--- src/rtl/bank_switch_pkg.sv ---
// Shared types and constants for the multi-bank frame-buffer switch.
package bank_switch_pkg;
  typedef enum logic [1:0] {FREE, WRITING, READY, READING} bank_state_t;

  localparam int MODE_LATEST = 0;
  localparam int MODE_FIFO   = 1;
  localparam int MAX_BANKS   = 8;
  localparam int CNT_W       = 16;
endpackage

--- src/rtl/sync_edge_det.sv ---
// Multi-flop synchroniser plus history flop; emits the synchronised level and a one-cycle rise pulse.
module sync_edge_det #(
  parameter int SYNC_STAGES = 2
) (
  input  logic clk,
  input  logic rst,
  input  logic i_async,
  output logic o_level,
  output logic o_rise
);
  logic [SYNC_STAGES-1:0] r_sync;
  logic [SYNC_STAGES-1:0] r_fill;
  logic                   r_hist;
  logic                   r_armed;

  // r_fill marks when r_sync holds real samples; r_armed needs a genuine low
  // first, so a level held high across reset never looks like a rising edge.
  always_ff @(posedge clk or posedge rst) begin
    if (rst) begin
      r_sync  <= '0;
      r_fill  <= '0;
      r_hist  <= 1'b0;
      r_armed <= 1'b0;
    end else begin
      r_sync  <= {r_sync[SYNC_STAGES-2:0], i_async};
      r_fill  <= {r_fill[SYNC_STAGES-2:0], 1'b1};
      r_hist  <= r_sync[SYNC_STAGES-1];
      r_armed <= r_armed | (r_fill[SYNC_STAGES-1] & ~r_sync[SYNC_STAGES-1]);
    end
  end

  assign o_level = r_sync[SYNC_STAGES-1];
  assign o_rise  = r_armed & r_sync[SYNC_STAGES-1] & ~r_hist;
endmodule

--- src/rtl/multi_bank_switch.sv ---
// Frame-buffer bank arbiter between camera writer and VGA reader (LATEST or FIFO ordering).
// Optional statistics counters enabled by defining MULTI_BANK_STATS_EN.
module multi_bank_switch
  import bank_switch_pkg::*;
#(
  parameter  int NUM_BANKS   = 3,
  parameter  int MODE        = 0,
  parameter  int SYNC_STAGES = 2,
  localparam int BANK_W      = $clog2(NUM_BANKS)
) (
  input  logic              clk,
  input  logic              rst_133,
  input  logic              vga_rise,
  input  logic              cam_rise,
  input  logic              button,
  output logic [BANK_W-1:0] vga_bank,
  output logic [BANK_W-1:0] cam_bank,
  output logic [BANK_W-1:0] ready_cnt,
  output logic [CNT_W-1:0]  drop_cnt,
  output logic [CNT_W-1:0]  repeat_cnt
);
  localparam logic [BANK_W-1:0] LAST_PTR = BANK_W'(NUM_BANKS - 3);
  localparam logic [BANK_W-1:0] FULL_CNT = BANK_W'(NUM_BANKS - 2);

  logic w_vga_ev, w_cam_ev, w_btn, w_unused_vga_lvl, w_unused_cam_lvl, w_unused_btn_rise;

  sync_edge_det #(.SYNC_STAGES(SYNC_STAGES)) u_vga_sync (
    .clk(clk), .rst(rst_133), .i_async(vga_rise), .o_level(w_unused_vga_lvl), .o_rise(w_vga_ev));
  sync_edge_det #(.SYNC_STAGES(SYNC_STAGES)) u_cam_sync (
    .clk(clk), .rst(rst_133), .i_async(cam_rise), .o_level(w_unused_cam_lvl), .o_rise(w_cam_ev));
  sync_edge_det #(.SYNC_STAGES(SYNC_STAGES)) u_btn_sync (
    .clk(clk), .rst(rst_133), .i_async(button), .o_level(w_btn), .o_rise(w_unused_btn_rise));

  bank_state_t       r_state [NUM_BANKS];
  logic [BANK_W-1:0] r_q     [NUM_BANKS];
  logic [BANK_W-1:0] r_wr, r_rd, r_cnt, r_vga, r_cam;

  bank_state_t       w_state [NUM_BANKS];
  logic [BANK_W-1:0] w_q     [NUM_BANKS];
  logic [BANK_W-1:0] w_wr, w_rd, w_cnt, w_vga, w_cam;
  logic              w_push;

  function automatic logic [BANK_W-1:0] ptr_inc(input logic [BANK_W-1:0] p);
    return (p == LAST_PTR) ? '0 : p + 1'b1;
  endfunction

  // Camera event resolved first; the reader then pops, so the bank it
  // releases cannot be picked as the next camera bank in the same cycle.
  always_comb begin
    w_state = r_state;
    w_q     = r_q;
    w_wr    = r_wr;
    w_rd    = r_rd;
    w_cnt   = r_cnt;
    w_vga   = r_vga;
    w_cam   = r_cam;
    w_push  = 1'b0;
    if (w_cam_ev) begin
      if (MODE == MODE_LATEST) begin
        if (w_cnt != '0) begin
          w_state[w_q[w_rd]] = FREE;
          w_rd  = ptr_inc(w_rd);
          w_cnt = w_cnt - 1'b1;
        end
        w_push = 1'b1;
      end else begin
        w_push = (w_cnt != FULL_CNT);
      end
      if (w_push) begin
        w_state[r_cam] = READY;
        w_q[w_wr]      = r_cam;
        w_wr           = ptr_inc(w_wr);
        w_cnt          = w_cnt + 1'b1;
        for (int i = NUM_BANKS - 1; i >= 0; i--) begin
          if (w_state[i] == FREE) w_cam = BANK_W'(i);
        end
        w_state[w_cam] = WRITING;
      end
    end
    if (w_vga_ev && !w_btn && (w_cnt != '0)) begin
      w_state[r_vga] = FREE;
      w_vga          = w_q[w_rd];
      w_state[w_vga] = READING;
      w_rd           = ptr_inc(w_rd);
      w_cnt          = w_cnt - 1'b1;
    end
  end

  always_ff @(posedge clk or posedge rst_133) begin
    if (rst_133) begin
      for (int i = 0; i < NUM_BANKS; i++) begin
        r_state[i] <= (i == 0) ? READING : ((i == 1) ? WRITING : FREE);
        r_q[i]     <= '0;
      end
      r_wr  <= '0;
      r_rd  <= '0;
      r_cnt <= '0;
      r_vga <= '0;
      r_cam <= BANK_W'(1);
    end else begin
      r_state <= w_state;
      r_q     <= w_q;
      r_wr    <= w_wr;
      r_rd    <= w_rd;
      r_cnt   <= w_cnt;
      r_vga   <= w_vga;
      r_cam   <= w_cam;
    end
  end

  assign vga_bank  = r_vga;
  assign cam_bank  = r_cam;
  assign ready_cnt = r_cnt;

`ifdef MULTI_BANK_STATS_EN
  logic             w_drop_inc, w_rep_inc;
  logic [CNT_W-1:0] r_drop, r_rep;

  // A reader start finds the queue empty only when no frame was pushed this cycle.
  assign w_drop_inc = w_cam_ev & ((MODE == MODE_LATEST) ? (r_cnt != '0) : (r_cnt == FULL_CNT));
  assign w_rep_inc  = w_vga_ev & ~w_btn & ~w_cam_ev & (r_cnt == '0);

  always_ff @(posedge clk or posedge rst_133) begin
    if (rst_133) begin
      r_drop <= '0;
      r_rep  <= '0;
    end else begin
      if (w_drop_inc && (r_drop != '1)) r_drop <= r_drop + 1'b1;
      if (w_rep_inc && (r_rep != '1))   r_rep  <= r_rep + 1'b1;
    end
  end

  assign drop_cnt   = r_drop;
  assign repeat_cnt = r_rep;
`else
  assign drop_cnt   = '0;
  assign repeat_cnt = '0;
`endif
endmodule

--- config.mk ---
export PLATFORM = sky130hd
export DESIGN_NAME = multi_bank_switch
export DESIGN_NICKNAME = d
export VERILOG_FILES = /design/src/rtl/bank_switch_pkg.sv /design/src/rtl/sync_edge_det.sv /design/src/rtl/multi_bank_switch.sv
export SDC_FILE = /design/constraint.sdc
export NUM_CORES = 1
export LEC_CHECK = 0
export ABC_AREA = 1
export BUFFER_PORTS_ARGS = -buffer_cell sky130_fd_sc_hd__buf_2
export CORE_MARGIN = 8
export CORE_UTILIZATION = 54
export DETAILED_ROUTE_END_ITERATION = 16
export GPL_ROUTABILITY_DRIVEN = 0
export PLACE_DENSITY = 0.77
export SLEW_MARGIN = 20
export SYNTH_ARGS = -nofsm -noshare
export SYNTH_HDL_FRONTEND = slang
export SYNTH_SLANG_ARGS = --single-unit
--- constraint.sdc ---
create_clock -name clk -period 2.8 [get_ports clk]
set_input_delay 0 -clock clk [delete_from_list [all_inputs] [get_ports clk]]
set_output_delay 0 -clock clk [all_outputs]
set_load 0.03 [all_outputs]
==> results.py <==
metrics = {
    "status": {
        "status": "finished, final reports clean",
    },
    "global_route": {
        "grt_util_all_layers_pct": 12.8,
        "overflow": 0,
        "grt_pass1_vias": 1392,
        "grt_pass1_wl_mm": 6.12,
        "antenna_found_initial": 0,
        "grt_max_degree": 19,
    },
    "timing": {
        "finClkSkew_ns": 0.00994,
        "clock.fmax_mhz": 461,
        "period_needed_ns": 2.17,
        "setup_viol": 0,
        "period_share_pct": 77.4,
        "relSlewSlack_pct": 57.9,
        "finalHoldViolations": 0,
        "drv_slew": 0,
        "setup_tns_ns": 0,
        "worst_slew_pin_slew_ns": 0.631,
        "rsz0062_at_grt": "false",
    },
    "yosys": {
        "synth.top_cells.by_area": "dfrtp_1 38%, buf_4 12%, nand2_1 11%, dfstp_2 5.3%, inv_1 4.4%",
        "synth_cell_types": 33,
        "syn_inst": 234,
        "avgSynthCellArea_sq_um": 8.44,
        "synth_top_area_share_pct": 38.0,
        "yosys_register_bits": 34,
        "yosysWarnings": 0,
        "synth-seq-area-share_pct": 43.3,
        "synth_top_cell_by_area": "dfrtp_1",
        "syn_area_sq_mm": 0.00197,
    },
    "finish": {
        "syn_to_final_growth_pct": 6.65,
        "n_antenna_cell": 0,
        "finalNonFillerCells": 302,
        "drive_above_1_share_pct": 19.7,
        "nets": 264,
        "final_common_cell": "nand2_1",
        "final_cell_mix": "57 x nand2_1, 33 x conb_1, 30 x dfrtp_1, 23 x inv_1, 12 x o21ai_0",
    },
    "cts": {
        "cts.clk_slew.worst_paths_ns": 0.11,
        "root_buffer": "clkbuf_4",
        "cts_tree": "done",
        "htree_levels": 2,
        "worstSkewPairLatency_ns": 0.34,
        "clock_sinks": 34,
        "post_cts_buffers": 0,
        "cts-buffers-inserted": 5,
        "clk_path_buf_depth": 2,
    },
    "die": {
        "dieArea_sq_mm": 0.00585,
        "io_pins": 43,
        "die_h_microns": 76.5,
        "start_util_pct": 55.2,
        "row_count": 22,
        "die_w_microns": 76.5,
        "coreArea_sq_mm": 0.00358,
    },
    "route": {
        "first_pass_iters": 4,
        "drc": 0,
        "ant_nets": 0,
        "vias": 1407,
        "wl_per_cell_microns": 11.7,
        "viasPerCell": 4.66,
        "drt-initial-drc-count": 80,
        "drt-total-wl_mm": 3.54,
    },
    "worst_setup_path": {
        "reg2reg_depth": 11,
        "worstPathRequired_ns": 3.04,
        "crit_path_end_kind": "flop",
        "worstSetupPathType": "flop to flop",
        "cp.arrival_ns": 2.41,
        "critPathMaxFanout": 15,
        "r2r_slack_ns": 0.63,
        "rr_endpoint": "r_state[3]",
        "critPathLaunchType": "flop",
        "r2r-start": "u_cam_sync.r_sync[1]",
    },
    "placed_design": {
        "portBuffers": 10,
        "dpl.hpwl_mm": 2.73,
        "place_inst": 290,
    },
    "run": {
        "maxCapViolCount": 0,
    },
    "power_and_ir_drop": {
        "power_density_mw_per_mm2": 981,
        "ir_worst_vdd_uv": 533,
        "cellLeakagePower_nw": 1.11,
    },
    "hold_path": {
        "min_path_type": "input pin to asynchronous set/reset pin",
    },
}
==> Yosys cell counts, drive strengths merged <==
master	n
nand2	65
buf	32
dfrtp	30
inv	29
o21ai	18
nor2	14
nand3	12
a21oi	8
ha	6
dfstp	4
nand3b	3
clkbuf	2
conb	2
nor3	2
o21bai	2
a32oi	1
and3	1
clkinv	1
nand4	1
xnor2	1
==> final cells by class <==
type,count,area [sq um]
inverter,30,113
tap,48,60.1
timing repair buffer,15,97.6
multi-input combinational,167,873
sequential,34,856
clock buffer,5,37.5
clock inverter,3,68.8
fill,339,1470
==> worst max path at each step <==
stage                                    start    endpoint  slack [ns]  depth (start not counted)
after floorplan           u_cam_sync.r_sync[1]  r_state[3]        0.62                         13
after global placement    u_cam_sync.r_sync[1]  r_state[3]        0.72                         11
after detailed placement  u_cam_sync.r_sync[1]  r_state[3]        0.63                         11
after CTS                 u_cam_sync.r_sync[1]  r_state[3]        0.62                         11
after global routing      u_cam_sync.r_sync[1]  r_state[2]        0.30                         11
final                     u_cam_sync.r_sync[1]  r_state[3]        0.63                         11
==> power breakdown <==
part,internal (mW),total (mW),switching (mW)
sequential,0.614,0.705,0.0911
combinational,0.285,0.910,0.625
clock,0.279,0.450,0.170
total,1.18,2.07,0.887
==> cell families (layout without fill, tap and decap cells) <==
family | after synthesis | count (layout) | share of synthesized area (%)
compound gates | 29 | 29 | 9.89
xor+xnor | 1 | 1 | 0.444
fa+ha+maj | 6 | 6 | 3.80
buf+inv | 64 | 53 | 18.3
flops | 34 | 34 | 43.3
other cells | 2 | 33 | 0.380
simple gates | 98 | 98 | 23.8
==> routing by layer <==
layer	vias up	routed length [microns]	track usage [%]
met5	-	0	0
met3	8	238	4.95
met4	0	78	5.96
met2	40	1660	20.6
met1	650	1560	14.6
li1	709	-	-
==> sequential cells by signal, summed over array words and instances (netlist names), 2 cells and up <==
name               count
cam_bank               2
r_q                    6
r_rd                   2
r_state                6
r_wr                   2
ready_cnt              2
u_btn_sync.r_sync      2
u_cam_sync.r_sync      2
u_vga_sync.r_sync      2
vga_bank               2
==> through the flow <==
stage / worst slack [ns] / hold slack [ns] / power, mW / cell area (sq um) / utilization (%)
6_report: 0.632 / 0.280 / 2.07 / 2110 / 58.8
5_1_grt: 0.297 / 0.280 / 2.22 / 2110 / 58.8
4_1_cts: 0.618 / 0.278 / 2.08 / 2110 / 58.8
3_5_place_dp: 0.629 / 0.113 / 1.61 / 1960 / 54.8
3_3_place_gp: 0.724 / 0.108 / 1.59 / 1960 / 54.8
2_1_floorplan: 0.618 / 0.0314 / 1.46 / 2090 / -
==> worst max-delay path, stage by stage, from the launching register on <==
cell and delay (ns):
dfrtp_1 0.39, nand2_2 0.11, nor2_8 0.21, a21oi_1 0.14, ha_1 0.21, nor3_1 0.15, and3_1 0.30, inv_1 0.17
nor3_1 0.23, inv_1 0.07, nand2_1 0.06, nand2_1 0.04
==> repair_timing <==
action | 4_1_cts | 5_1_grt
gates resized for setup | 0 | 0
hold endpoints to repair | 20 | 0
endpoints found under the setup margin | 0 | 0
hold buffers | 4 | 0
No activity file was read; power rests on OpenSTA's default activity.
